File: src/rtl/sram_port_arbiter.sv
// NUM_CH requesters share one single-port SRAM: round-robin/fixed grant, capped burst lock, tagged reads.
// SRAM pins are driven the cycle after accept, read data returns RD_LAT later; responses are never stalled.
module sram_port_arbiter #(
  parameter int NUM_CH    = 2,
  parameter int DATA_W    = 32,
  parameter int ADDR_W    = 9,
  parameter int RD_LAT    = 1,
  parameter int ARB_MODE  = 0,
  parameter int BURST_MAX = 16
) (
  input  logic                       clk,
  input  logic                       rst,
  input  logic [NUM_CH-1:0]          req_valid_i,
  output logic [NUM_CH-1:0]          req_ready_o,
  input  logic [NUM_CH-1:0]          req_wr_i,
  input  logic [NUM_CH-1:0]          req_last_i,
  input  logic [NUM_CH*ADDR_W-1:0]   req_addr_i,
  input  logic [NUM_CH*DATA_W-1:0]   req_wdata_i,
  output logic [NUM_CH-1:0]          rsp_valid_o,
  output logic [DATA_W-1:0]          rsp_rdata_o,
  output logic                       sram_cs_n_o,
  output logic                       sram_wr_n_o,
  output logic [ADDR_W-1:0]          sram_addr_o,
  output logic [DATA_W-1:0]          sram_wdata_o,
  input  logic [DATA_W-1:0]          sram_rdata_i,
  output logic                       busy_o
);
  localparam int PTR_W = (NUM_CH > 1) ? $clog2(NUM_CH) : 1;
  localparam int CNT_W = $clog2(BURST_MAX + 1);

  typedef enum logic {IDLE, LOCK} state_t;

  state_t              state_q, state_d;
  logic [PTR_W-1:0]    rr_ptr_q, rr_ptr_d;
  logic [PTR_W-1:0]    lock_ch_q, lock_ch_d;
  logic [CNT_W-1:0]    beat_cnt_q, beat_cnt_d;

  logic                cs_n_q, cs_n_d;
  logic                wr_n_q, wr_n_d;
  logic [ADDR_W-1:0]   addr_q, addr_d;
  logic [DATA_W-1:0]   wdata_q, wdata_d;

  logic [RD_LAT:0]             tag_vld_q;
  logic [RD_LAT:0][PTR_W-1:0]  tag_ch_q;

  logic                gnt_vld;
  logic [PTR_W-1:0]    gnt_idx;
  logic [PTR_W-1:0]    cand;
  logic                acc_any;
  logic [PTR_W-1:0]    acc_ch;
  logic                acc_wr;
  logic                acc_last;
  logic [ADDR_W-1:0]   acc_addr;
  logic [DATA_W-1:0]   acc_wdata;

  // Descending scan so the highest-priority candidate is the final one written.
  always_comb begin
    gnt_vld = 1'b0;
    gnt_idx = '0;
    cand    = '0;
    if (ARB_MODE == 1) begin
      for (int i = NUM_CH - 1; i >= 0; i--) begin
        cand = PTR_W'(i);
        if (req_valid_i[cand]) begin
          gnt_vld = 1'b1;
          gnt_idx = cand;
        end
      end
    end else begin
      for (int k = NUM_CH; k >= 1; k--) begin
        cand = PTR_W'((int'(rr_ptr_q) + k) % NUM_CH);
        if (req_valid_i[cand]) begin
          gnt_vld = 1'b1;
          gnt_idx = cand;
        end
      end
    end
  end

  always_comb begin
    req_ready_o = '0;
    if (!rst) begin
      if (state_q == LOCK) begin
        req_ready_o[lock_ch_q] = 1'b1;
      end else if (gnt_vld) begin
        req_ready_o[gnt_idx] = 1'b1;
      end
    end
  end

  assign acc_any = |(req_valid_i & req_ready_o);
  assign acc_ch  = (state_q == LOCK) ? lock_ch_q : gnt_idx;

  always_comb begin
    acc_wr    = 1'b0;
    acc_last  = 1'b0;
    acc_addr  = '0;
    acc_wdata = '0;
    for (int i = 0; i < NUM_CH; i++) begin
      if (acc_ch == PTR_W'(i)) begin
        acc_wr    = req_wr_i[i];
        acc_last  = req_last_i[i];
        acc_addr  = req_addr_i[i*ADDR_W +: ADDR_W];
        acc_wdata = req_wdata_i[i*DATA_W +: DATA_W];
      end
    end
  end

  always_comb begin
    state_d    = state_q;
    rr_ptr_d   = rr_ptr_q;
    lock_ch_d  = lock_ch_q;
    beat_cnt_d = beat_cnt_q;
    case (state_q)
      IDLE: begin
        if (acc_any) begin
          if (acc_last || BURST_MAX == 1) begin
            rr_ptr_d = acc_ch;
          end else begin
            state_d    = LOCK;
            lock_ch_d  = acc_ch;
            beat_cnt_d = CNT_W'(1);
          end
        end
      end
      LOCK: begin
        if (acc_any) begin
          // A capped release hands the remaining beats back to normal arbitration.
          if (acc_last || (beat_cnt_q + 1'b1) == CNT_W'(BURST_MAX)) begin
            state_d    = IDLE;
            rr_ptr_d   = lock_ch_q;
            beat_cnt_d = '0;
          end else begin
            beat_cnt_d = beat_cnt_q + 1'b1;
          end
        end
      end
      default: state_d = IDLE;
    endcase
  end

  always_comb begin
    cs_n_d  = ~acc_any;
    wr_n_d  = ~(acc_any & acc_wr);
    addr_d  = acc_any ? acc_addr : addr_q;
    wdata_d = acc_any ? acc_wdata : wdata_q;
  end

  always_ff @(posedge clk or posedge rst) begin
    if (rst) begin
      state_q    <= IDLE;
      rr_ptr_q   <= PTR_W'(NUM_CH - 1);
      lock_ch_q  <= '0;
      beat_cnt_q <= '0;
      cs_n_q     <= 1'b1;
      wr_n_q     <= 1'b1;
      addr_q     <= '0;
      wdata_q    <= '0;
      tag_vld_q  <= '0;
      tag_ch_q   <= '0;
    end else begin
      state_q    <= state_d;
      rr_ptr_q   <= rr_ptr_d;
      lock_ch_q  <= lock_ch_d;
      beat_cnt_q <= beat_cnt_d;
      cs_n_q     <= cs_n_d;
      wr_n_q     <= wr_n_d;
      addr_q     <= addr_d;
      wdata_q    <= wdata_d;
      tag_vld_q  <= {tag_vld_q[RD_LAT-1:0], acc_any & ~acc_wr};
      tag_ch_q   <= {tag_ch_q[RD_LAT-1:0], acc_ch};
    end
  end

  always_comb begin
    rsp_valid_o = '0;
    if (tag_vld_q[RD_LAT]) begin
      rsp_valid_o[tag_ch_q[RD_LAT]] = 1'b1;
    end
  end

  assign rsp_rdata_o  = tag_vld_q[RD_LAT] ? sram_rdata_i : '0;
  assign sram_cs_n_o  = cs_n_q;
  assign sram_wr_n_o  = wr_n_q;
  assign sram_addr_o  = addr_q;
  assign sram_wdata_o = wdata_q;
  assign busy_o       = (state_q == LOCK) | (|tag_vld_q);

endmodule
File: config.mk
export PLATFORM = sky130hd
export DESIGN_NAME = sram_port_arbiter
export DESIGN_NICKNAME = d
export VERILOG_FILES = /design/src/rtl/sram_port_arbiter.sv
export SDC_FILE = /design/constraint.sdc
export NUM_CORES = 1
export LEC_CHECK = 0
export CORE_MARGIN = 3
export CORE_UTILIZATION = 38
export DETAILED_ROUTE_END_ITERATION = 16
export PLACE_DENSITY_LB_ADDON = 0.12
export SETUP_SLACK_MARGIN = 0.05
export SYNTH_ARGS = -nofsm -noshare
export SYNTH_HDL_FRONTEND = slang
export SYNTH_SLANG_ARGS = --single-unit
File: constraint.sdc
create_clock -name clk -period 5.8 [get_ports clk]
set_clock_uncertainty 0.2 [all_clocks]
set_input_delay 0.58 -clock clk [delete_from_list [all_inputs] [get_ports clk]]
set_output_delay 0.58 -clock clk [all_outputs]
set_load 0.01 [all_outputs]
==> results of run 1 <==
==> sequential cells by signal, summed over array words and instances, names as in the netlist <==
name / count
beat_cnt_q: 5
state_q: 1
lock_ch_q: 1
sram_addr_o: 9
sram_wr_n_o: 1
sram_cs_n_o: 1
tag_ch_q: 2
sram_wdata_o: 32
rr_ptr_q: 1
tag_vld_q: 2
==> final cells by class <==
class                   count  area, um2  area share [%]
clock buffers               6      72.57           1.449
clock inverters             2      38.79          0.7746
multi-input cells         203       1343           26.81
repair buffers            204       2034           40.63
well taps                  96      120.1           2.399
flip-flops and latches     55       1380           27.56
inverters                   5      18.77          0.3748
==> layer usage <==
metal / up-vias / part of all wire, % / track usage [%]
met5: - / 0 / 0
met4: 0 / 2.0 / 6.188
met3: 13 / 11 / 8.368
met2: 141 / 49 / 36.58
met1: 1216 / 37 / 23.24
li1: 1350 / - / -
==> cells by family after synthesis <==
kind of cell             Yosys count  share of synthesized area [%]
AO/OA/AOI/OAI                     61                          12.61
XOR/XNOR                           1                         0.3130
adder cells (fa/ha/maj)            1                         0.4470
buffers and inverters             23                          3.755
flip-flops                        55                          49.31
multiplexers                      46                          16.76
AND/OR/NAND/NOR                   94                          16.81
==> cell usage after synthesis, types with 2 or more instances <==
cell type	count
a21boi_1	2
inv_1	5
buf_2	9
clkbuf_1	6
nor2_1	2
dfstp_2	3
o21ai_0	41
o211ai_1	2
buf_1	2
nor2b_1	2
nand2b_1	3
nand2_1	44
mux2i_1	42
a21o_1	3
dfrtp_1	52
nand3_1	2
mux2_2	3
and2_1	33
nor3_1	3
a21oi_1	3
==> how the worst max path moves through the flow <==
stage,startpoint,end,slack (ns)
2_1_floorplan,rst,lock_ch_q,2.69
3_3_place_gp,req_valid_i[0],req_ready_o[1],2.38
3_5_place_dp,req_valid_i[0],req_ready_o[1],2.32
4_1_cts,req_valid_i[0],req_ready_o[1],2.33
5_1_grt,req_valid_i[0],req_ready_o[1],2.20
6_report,req_valid_i[0],req_ready_o[1],2.35
==> power breakdown <==
part | switching, mW | total [mW] | internal [mW]
registers | 0.107 | 0.660 | 0.554
clock network | 0.119 | 0.250 | 0.131
logic | 0.449 | 1.02 | 0.573
total | 0.674 | 1.93 | 1.26
==> worst register-to-register path: cells and delay by family (launching register included) <==
family / cells / cell delay, ns
AO/OA/AOI/OAI: 3 / 1.29
buffers and inverters: 1 / 0.21
flip-flops: 1 / 0.46
multiplexers: 1 / 0.41
==> impl_results.md, run 1 <==
- Netlist cell types: 39
- CP Cell Sequence: clkdlybuf4s50_1 > a21boi_1 > a21boi_4 > nor2_1 > clkdlybuf4s50_1
- Area Overhead vs Synth: 78.90%
- Hold path cells: 0
- Final period utilization: about three fifths
- Final Instance Count excl. Fillers: ~570
- Clock-pin slew on the worst setup and hold paths: 0.08 ns
- First-pass GRT wire length: around 14 mm
- Antenna violations before repair: 0
- Synth top area share: a little under half
- RSZ-0062 raised after global routing: no
- CP max stage delay: approximately 0.73 ns
- Maximum root-to-sink buffer count: 2
- Max_cap viols: 0
- Post-synth top flop: dfrtp_1
- Cell Area, Synth: ~2800 um2
- Critical path type: input pin to output port
- Crit. End Element: output port
- Tot GR Track Use: 20.87%
- Post-Synthesis Cells: 281
- Max FO, Critical Path: 22
- Syn avg cell area: about 10 um2
- # resized after CTS: 0
- EDFF count, synth: 0
- Fillcell total: ~560
- Via count: roughly 2,700
- Root buf cell: clkbuf_8
- # rows: 30
- Worst path buffer plus inverter count: 2
- Yosys reg bits: 55
- Most frequent cells in the layout: clkdlybuf4s50_1 (201), dfrtp_1 (52), nand2_1 (44), mux2i_1 (42), o21ai_0 (41)
- Critical Path RT: ~5 ns
- Final Hold Vio Count: 0
- Pleak: roughly 2.2 nW
- Total die area: approximately 8400 um2
- PortBufs: roughly 200
- TritonCTS Sinks: 55
- Fin nets: roughly 600
- CTS tree: built
- Largest cells by area after synthesis: dfrtp_1 (46%), mux2i_1 (15%), and2_1 (7.4%)
- Ys Warns: 0
- Die extent in y: just over 90 um
- H-tree lvl count: 2
- Reg-to-Reg End: beat_cnt_q[4]
- First-pass iteration count of the detailed router: 6
- Worst-skew pair later-pin latency: 0.30 ns
- TNS Setup: 0 ns
- PD cells: between 300 and 400 nW/um2
- CP max-delay cell: a21boi_4
- Worst-Margin Slew: around 0.90 ns
- Setup bufs post-CTS: 0
- Overall routed net length: a little under 9 mm
- Die width: 91.83 um
- WL/cell: between 15 and 20 um
- Worst EP arrival: 2.67 ns
- Initial Utilization: 40.09%
- GPL Wtd Cong: roughly 0.73
- FF-to-FF setup slack: roughly 3.1 ns
- Leading cell type in the layout, fill and taps excluded: clkdlybuf4s50_1
- Crit path top cell by count: clkdlybuf4s50_1
- Critical path depth in cells: 5
- Status: finished clean
- Worst R2R Start: state_q
- CTS Buf Count: 5
- Yosys top cell by area: dfrtp_1
- Setup WS pre-CTS: 2.323 ns
- CTS Hold Buffers Added: 0
- Slew Viols, Final: 0
- CP startpoint kind: input pin
- Via density: 4.764
- Post-DRT Antenna Nets: 0
- Ports: between 200 and 250
- Worst setup margin: 2.351 ns
- 1st-iter DRT viols: 100
- Layout cells sized above 1: between 4 and 5%
- HP Class: flip-flop to flip-flop
- WHS Endpoint: tag_ch_q[1]
- Worst Hold Slack: around 0.16 ns
- Fin crit period: roughly 3.4 ns
- Final setup viols: 0
- Core ar.: around 7000 um2
- Final core occ: 71.72%
- Largest net degree at the start of global routing: 93
- Number of diodes: 0
- Placed cells: 563
- DR DRC count: 0
- Post-synth ARST share: between 90% and 100%
- R2R cell count: 5
- CP top delay family: buffers and inverters
- Hpwl dp: ~7.1 mm
- Syn Nets: between 400 and 500
- Worst rel slew slack: 39.52%
- Final Total Pwr: ~1.9 mW
- Min-delay src: tag_ch_q[0]
- Worst vdd ir: ~0.00019 V
- Design Area, Final: around 5000 um2
- Sequential area share after synthesis: 49.31%
- Peak Freq: about 290 MHz
- Number of global-route vias before repair: 2,732
- Placed Area: ~5000 um2
- Gr ovfl total: 0
Note: power is estimated with default switching activity, not from simulation.
==> run 2: changes to the inputs <==
--- a/config.mk
+++ b/config.mk
@@ -6,7 +6,7 @@
 export NUM_CORES = 1
 export LEC_CHECK = 0
 export CORE_MARGIN = 3
-export CORE_UTILIZATION = 38
+export CORE_UTILIZATION = 31
 export DETAILED_ROUTE_END_ITERATION = 16
 export PLACE_DENSITY_LB_ADDON = 0.12
 export SETUP_SLACK_MARGIN = 0.05
==> constraint.sdc (replaced) <==
create_clock -name clk -period 2.95 [get_ports clk]
set_clock_uncertainty 0.2 [all_clocks]
set_input_delay 0.295 -clock clk [delete_from_list [all_inputs] [get_ports clk]]
set_output_delay 0.295 -clock clk [all_outputs]
set_load 0.01 [all_outputs]
==> run 2 against run 1 <==
Compared with the run above: non-clock buffer count up 2; critical endpoint is now req_ready_o[0]; register-to-register slack worse by 2.3 ns; clock power up 66%; power up 93%; highest routed layer unchanged; sequential power up 97%; utilization down 14 points.
==> impl_results.md, run 2 (same netlist as run 1, synthesis figures left out) <==
- Status: finished clean
- Worst-Margin Slew: between 0.6 and 0.7 ns
- Final period utilization: 82.42%
- Fin crit period: about 2.4 ns
- Clk pwr share: between 10% and 20%
- Leading cell type in the layout, fill and taps excluded: clkdlybuf4s50_1
- Total die area: 10,210 um2
- RSZ-0062 raised after global routing: no
- Pleak: about 2.2 nW
- Post-DRT Antenna Nets: 0
- Worst-skew pair later-pin latency: about 0.30 ns
- Worst vdd ir: about 0.00038 V
- Number of diodes: 0
- Final core occ: ~57%
- Worst rel slew slack: 54.16%
- Final setup viols: 0
- Worst EP arrival: ~1.9 ns
- Critical path type: flip-flop to output port
- Number of global-route vias before repair: 2,632
- Crit. End Element: output port
- Sw power: roughly 1.3 mW
- DR DRC count: 0
- Initial Utilization: between 30% and 40%
- Switching part of the total: 35.66%
- # resized after CTS: 0
- CTS Buf Count: 5
- WL/cell: 14.42 um
- Via count: around 2,700
- Via density: about 4.7
- # rows: 34
- 1st-iter DRT viols: 57
- PortBufs: 201
- Die extent in y: 101.0 um
- Tot GR Track Use: ~16%
- Gate power share: ~54%
- Core ar.: a little under 9000 um2
- Fin nets: 599
- Final Hold Vio Count: 0
- Overall routed net length: 8.435 mm
- HP Class: flip-flop to flip-flop
- Area Overhead vs Synth: 79.57%
- CTS tree: built
- H-tree lvl count: 2
- Largest net degree at the start of global routing: 44
- Root buf cell: clkbuf_8
- Max FFs per register: 32
- Hpwl dp: ~6.8 mm
- Most frequent cells in the layout: clkdlybuf4s50_1 (201), dfrtp_1 (52), nand2_1 (44), mux2i_1 (42), o21ai_0 (41)
- Int Pwr: between 2 and 2.5 mW
- First-pass GRT wire length: 12.94 mm
- Critical Path RT: around 2.5 ns
- Gr ovfl total: 0
- Slew Viols, Final: 0
- GPL Wtd Cong: about 0.84
- TNS Setup: 0 ns
- Peak Freq: 411.3 MHz
- Ports: between 200 and 250
- Max_cap viols: 0
- Max FO, Critical Path: 7
- CTS Hold Buffers Added: 0
- PD cells: 743.1 nW/um2
- Antenna violations before repair: 0
- Flop pwr share: between 30% and 40%
- Layout cells sized above 1: around 5.0%
- First-pass iteration count of the detailed router: 4
- TritonCTS Sinks: 55
- CP startpoint kind: flip-flop
- Clock-pin slew on the worst setup and hold paths: ~0.09 ns
- Die width: about 100 um
- Maximum root-to-sink buffer count: 2
- Setup bufs post-CTS: 0
[run 2: worst max-delay path: stages, from the launching register on]
cell and delay [ns]:
dfrtp_1 0.47, inv_1 0.29, o211ai_1 0.16, a21oi_1 0.17
clkdlybuf4s50_1 0.55
[run 2: through the flow]
stage | power [mW] | cell area (um2) | hold WS, ns | worst slack [ns] | cells
after detailed placement | 3.379 | 4938 | 0.1372 | 0.4121 | 577
after global placement | 3.337 | 4938 | 0.1350 | 0.4720 | 577
after floorplan | 2.285 | 2799 | 0.1312 | 0.1282 | 281
after global routing | 4.019 | 5026 | 0.1630 | 0.3639 | 585
after CTS | 3.806 | 5026 | 0.1597 | 0.4664 | 585
final | 3.735 | 5026 | 0.1558 | 0.5186 | 585
[run 2: layout make-up]
cell class	instances	area (um2)
fillers	792	3737
repair buffers	206	2062
flip-flops and latches	55	1380
multi-input cells	203	1343
well taps	108	135.1
clock buffers	5	68.82
clock inverters	3	18.77
inverters	5	18.77
[run 2: power groups by stage]
| stage | clock (mW) | sequential, mW | combinational (mW) |
|---|---|---|---|
| 4_1_cts | 0.436 | 1.31 | 2.06 |
| 3_5_place_dp | 0 | 1.32 | 2.06 |
| 5_1_grt | 0.460 | 1.35 | 2.20 |
| 2_1_floorplan | 0 | 1.41 | 0.871 |
| 6_report | 0.414 | 1.30 | 2.02 |
| 3_3_place_gp | 0 | 1.30 | 2.03 |
[run 2: worst paths after layout]
path | start | to | slack [ns] | cells past startpoint
max | state_q | req_ready_o[0] | 0.52 | 4
min | tag_ch_q[0] | tag_ch_q[1] | 0.16 | 0
max reg2reg | state_q | beat_cnt_q[4] | 0.81 | 5
min reg2reg | tag_ch_q[0] | tag_ch_q[1] | 0.16 | 0
max in group asynchronous | rst | rr_ptr_q | 1.90 | 3
min in group asynchronous | rst | sram_wdata_o[8] | 0.28 | 3
[run 2: routing by layer]
layer  GRT usage (%)  wire length [um]
met4           4.601                94
met3           4.706               919
met1           17.37              3021
met5               0                 0
met2           29.11              4400
==> run 3: changes to the inputs <==
--- a/config.mk
+++ b/config.mk
@@ -6,7 +6,7 @@
 export NUM_CORES = 1
 export LEC_CHECK = 0
 export CORE_MARGIN = 3
-export CORE_UTILIZATION = 31
+export CORE_UTILIZATION = 35
 export DETAILED_ROUTE_END_ITERATION = 16
 export PLACE_DENSITY_LB_ADDON = 0.12
 export SETUP_SLACK_MARGIN = 0.05
==> constraint.sdc (replaced) <==
create_clock -name clk -period 2.3 [get_ports clk]
set_clock_uncertainty 0.2 [all_clocks]
set_input_delay 0.23 -clock clk [delete_from_list [all_inputs] [get_ports clk]]
set_output_delay 0.23 -clock clk [all_outputs]
set_load 0.01 [all_outputs]
==> run 3 against run 2 <==
Compared with the run above: setup slack worse by 0.37 ns; non-clock buffer count up 5; hold slack better by 0.018 ns; sequential power up 28%; first-iteration DRC count up 110%; utilization up 10 points; sequential share of layout area down 0.21 points; combinational power up 31%; critical path type unchanged.
==> impl_results.md, run 3 (same netlist as run 1, synthesis figures left out) <==
- Via count: 2,740
- GPL Wtd Cong: approximately 0.76
- Maximum root-to-sink buffer count: 2
- First-pass GRT wire length: approximately 14 mm
- Hold path cells: 0
- Post-DRT Antenna Nets: 0
- Core ar.: ~7500 um2
- Initial Utilization: a little under two fifths
- Status: finished clean
- Peak Freq: ~460 MHz
- Design Area, Final: roughly 5000 um2
- Area Overhead vs Synth: 81.27%
- Die extent in y: approximately 95 um
- Leading cell type in the layout, fill and taps excluded: clkdlybuf4s50_1
- Total die area: ~9000 um2
- Pleak: between 2 and 2.5 nW
- Worst R2R Start: rr_ptr_q
- Largest net degree at the start of global routing: 46
- TritonCTS Sinks: 55
- Final Instance Count excl. Fillers: between 500 and 600
- PD cells: 961.4 nW/um2
- Worst-Margin Slew: 0.4985 ns
- Gr ovfl total: 0
- # rows: 31
- HP Class: flip-flop to flip-flop
- Max FFs per register: 32
- Die width: 95.43 um
- Crit. End Element: output port
- RSZ-0062 raised after global routing: no
- Fin nets: slightly above 600
- Max FO, Critical Path: 7
- Placed Area: around 5000 um2
- Layout cells sized above 1: 6.846%
- Fillcell total: 606
- CTS Buf Count: 5
- Final setup viols: 0
- DR DRC count: 0
- First-pass iteration count of the detailed router: 4
- PortBufs: approximately 200
- Most frequent cells in the layout: clkdlybuf4s50_1 (201), dfrtp_1 (50), nand2_1 (44), mux2i_1 (42), o21ai_0 (41)
- Reg-to-Reg End: lock_ch_q
- Clock-pin slew on the worst setup and hold paths: about 0.090 ns
- Final period utilization: 93.72%
- Antenna violations before repair: 0
- WL/cell: 15.59 um
- Via density: 4.716
- WHS Endpoint: tag_vld_q[1]
- Worst EP arrival: roughly 1.7 ns
- Critical path type: flip-flop to output port
- Critical Path RT: 1.87 ns
- Setup bufs post-CTS: 0
- Tot GR Track Use: 19.40%
- Root buf cell: clkbuf_8
- Fin crit period: between 2 and 2.5 ns
- R2R cell count: 5
- Number of diodes: 0
- Overall routed net length: about 9.1 mm
- 1st-iter DRT viols: 122
- CTS tree: built
- CP startpoint kind: flip-flop
- Ports: ~200
- H-tree lvl count: 2
- Number of global-route vias before repair: ~2,700
- Slew Viols, Final: 0
- Final Hold Vio Count: 0
- Worst-skew pair later-pin latency: a little over 0.3 ns
- Max_cap viols: 0
- Worst rel slew slack: 66.69%
- Placed cells: roughly 570
- FF-to-FF setup slack: roughly 0.26 ns
- Worst vdd ir: roughly 0.00046 V
- Min-delay src: tag_vld_q[0]
- Hpwl dp: 7.534 mm
[run 3: cell type report]
cell class | instances | area (um2) | area share (%)
clock buffer | 6 | 82.58 | 1.628
clock inverter | 2 | 13.76 | 0.2713
tap | 99 | 123.9 | 2.441
inverter | 5 | 25.02 | 0.4932
timing repair buffer | 211 | 2100 | 41.38
sequential | 55 | 1383 | 27.25
multi-input combinational | 203 | 1346 | 26.54
[run 3: worst max-delay path, stage by stage (launching register included)]
cell,delay (ns)
dfrtp_2,0.48
inv_4,0.14
o211ai_1,0.10
a21oi_1,0.15
clkdlybuf4s50_1,0.56
[run 3: metrics by stage]
stage	total power [mW]	utilization, %	hold WS, ns	setup TNS, ns	setup slack [ns]
after floorplan	2.937	-	0.1152	0	0.09379
after global placement	4.296	66.37	0.1358	-0.0003735	-0.0003735
after detailed placement	4.361	66.37	0.1604	-0.06061	-0.02727
after CTS	4.932	67.66	0.1803	0	0.05043
after global routing	5.223	67.78	0.1996	0	0.09808
final	4.878	67.78	0.1741	0	0.1444
[run 3: worst max path at each step]
| stage | start | end | slack [ns] |
|---|---|---|---|
| finish | state_q | req_ready_o[0] | 0.14 |
| global route | state_q | req_ready_o[0] | 0.1 |
| CTS | state_q | req_ready_o[0] | 0.05 |
| detailed placement | req_valid_i[1] | lock_ch_q | -0.03 |
| global placement | req_valid_i[1] | lock_ch_q | -0.0004 |
| floorplan | rst | sram_addr_o[8] | 0.09 |
[run 3: layer usage]
metal  share of wire [%]  up-vias  global-route usage (%)
li1                    -     1359                       -
met1                  34     1240                   20.20
met2                  52      131                   36.27
met3                  12       10                   7.419
met4                 1.7        0                   5.095
met5                   0        -                       0
[run 3: power by group]
group	internal [mW]	leakage (nW)	switching, mW
clock	0.247	0.0516	0.319
combinational	1.48	1.52	1.16
sequential	1.40	0.677	0.266
[run 3: repair_timing]
action | 4_1_cts | 5_1_grt
hold buffers | 0 | 0
setup endpoints to repair | 2 | 22
gates resized for setup | 1 | 4
cloned | 0 | 0
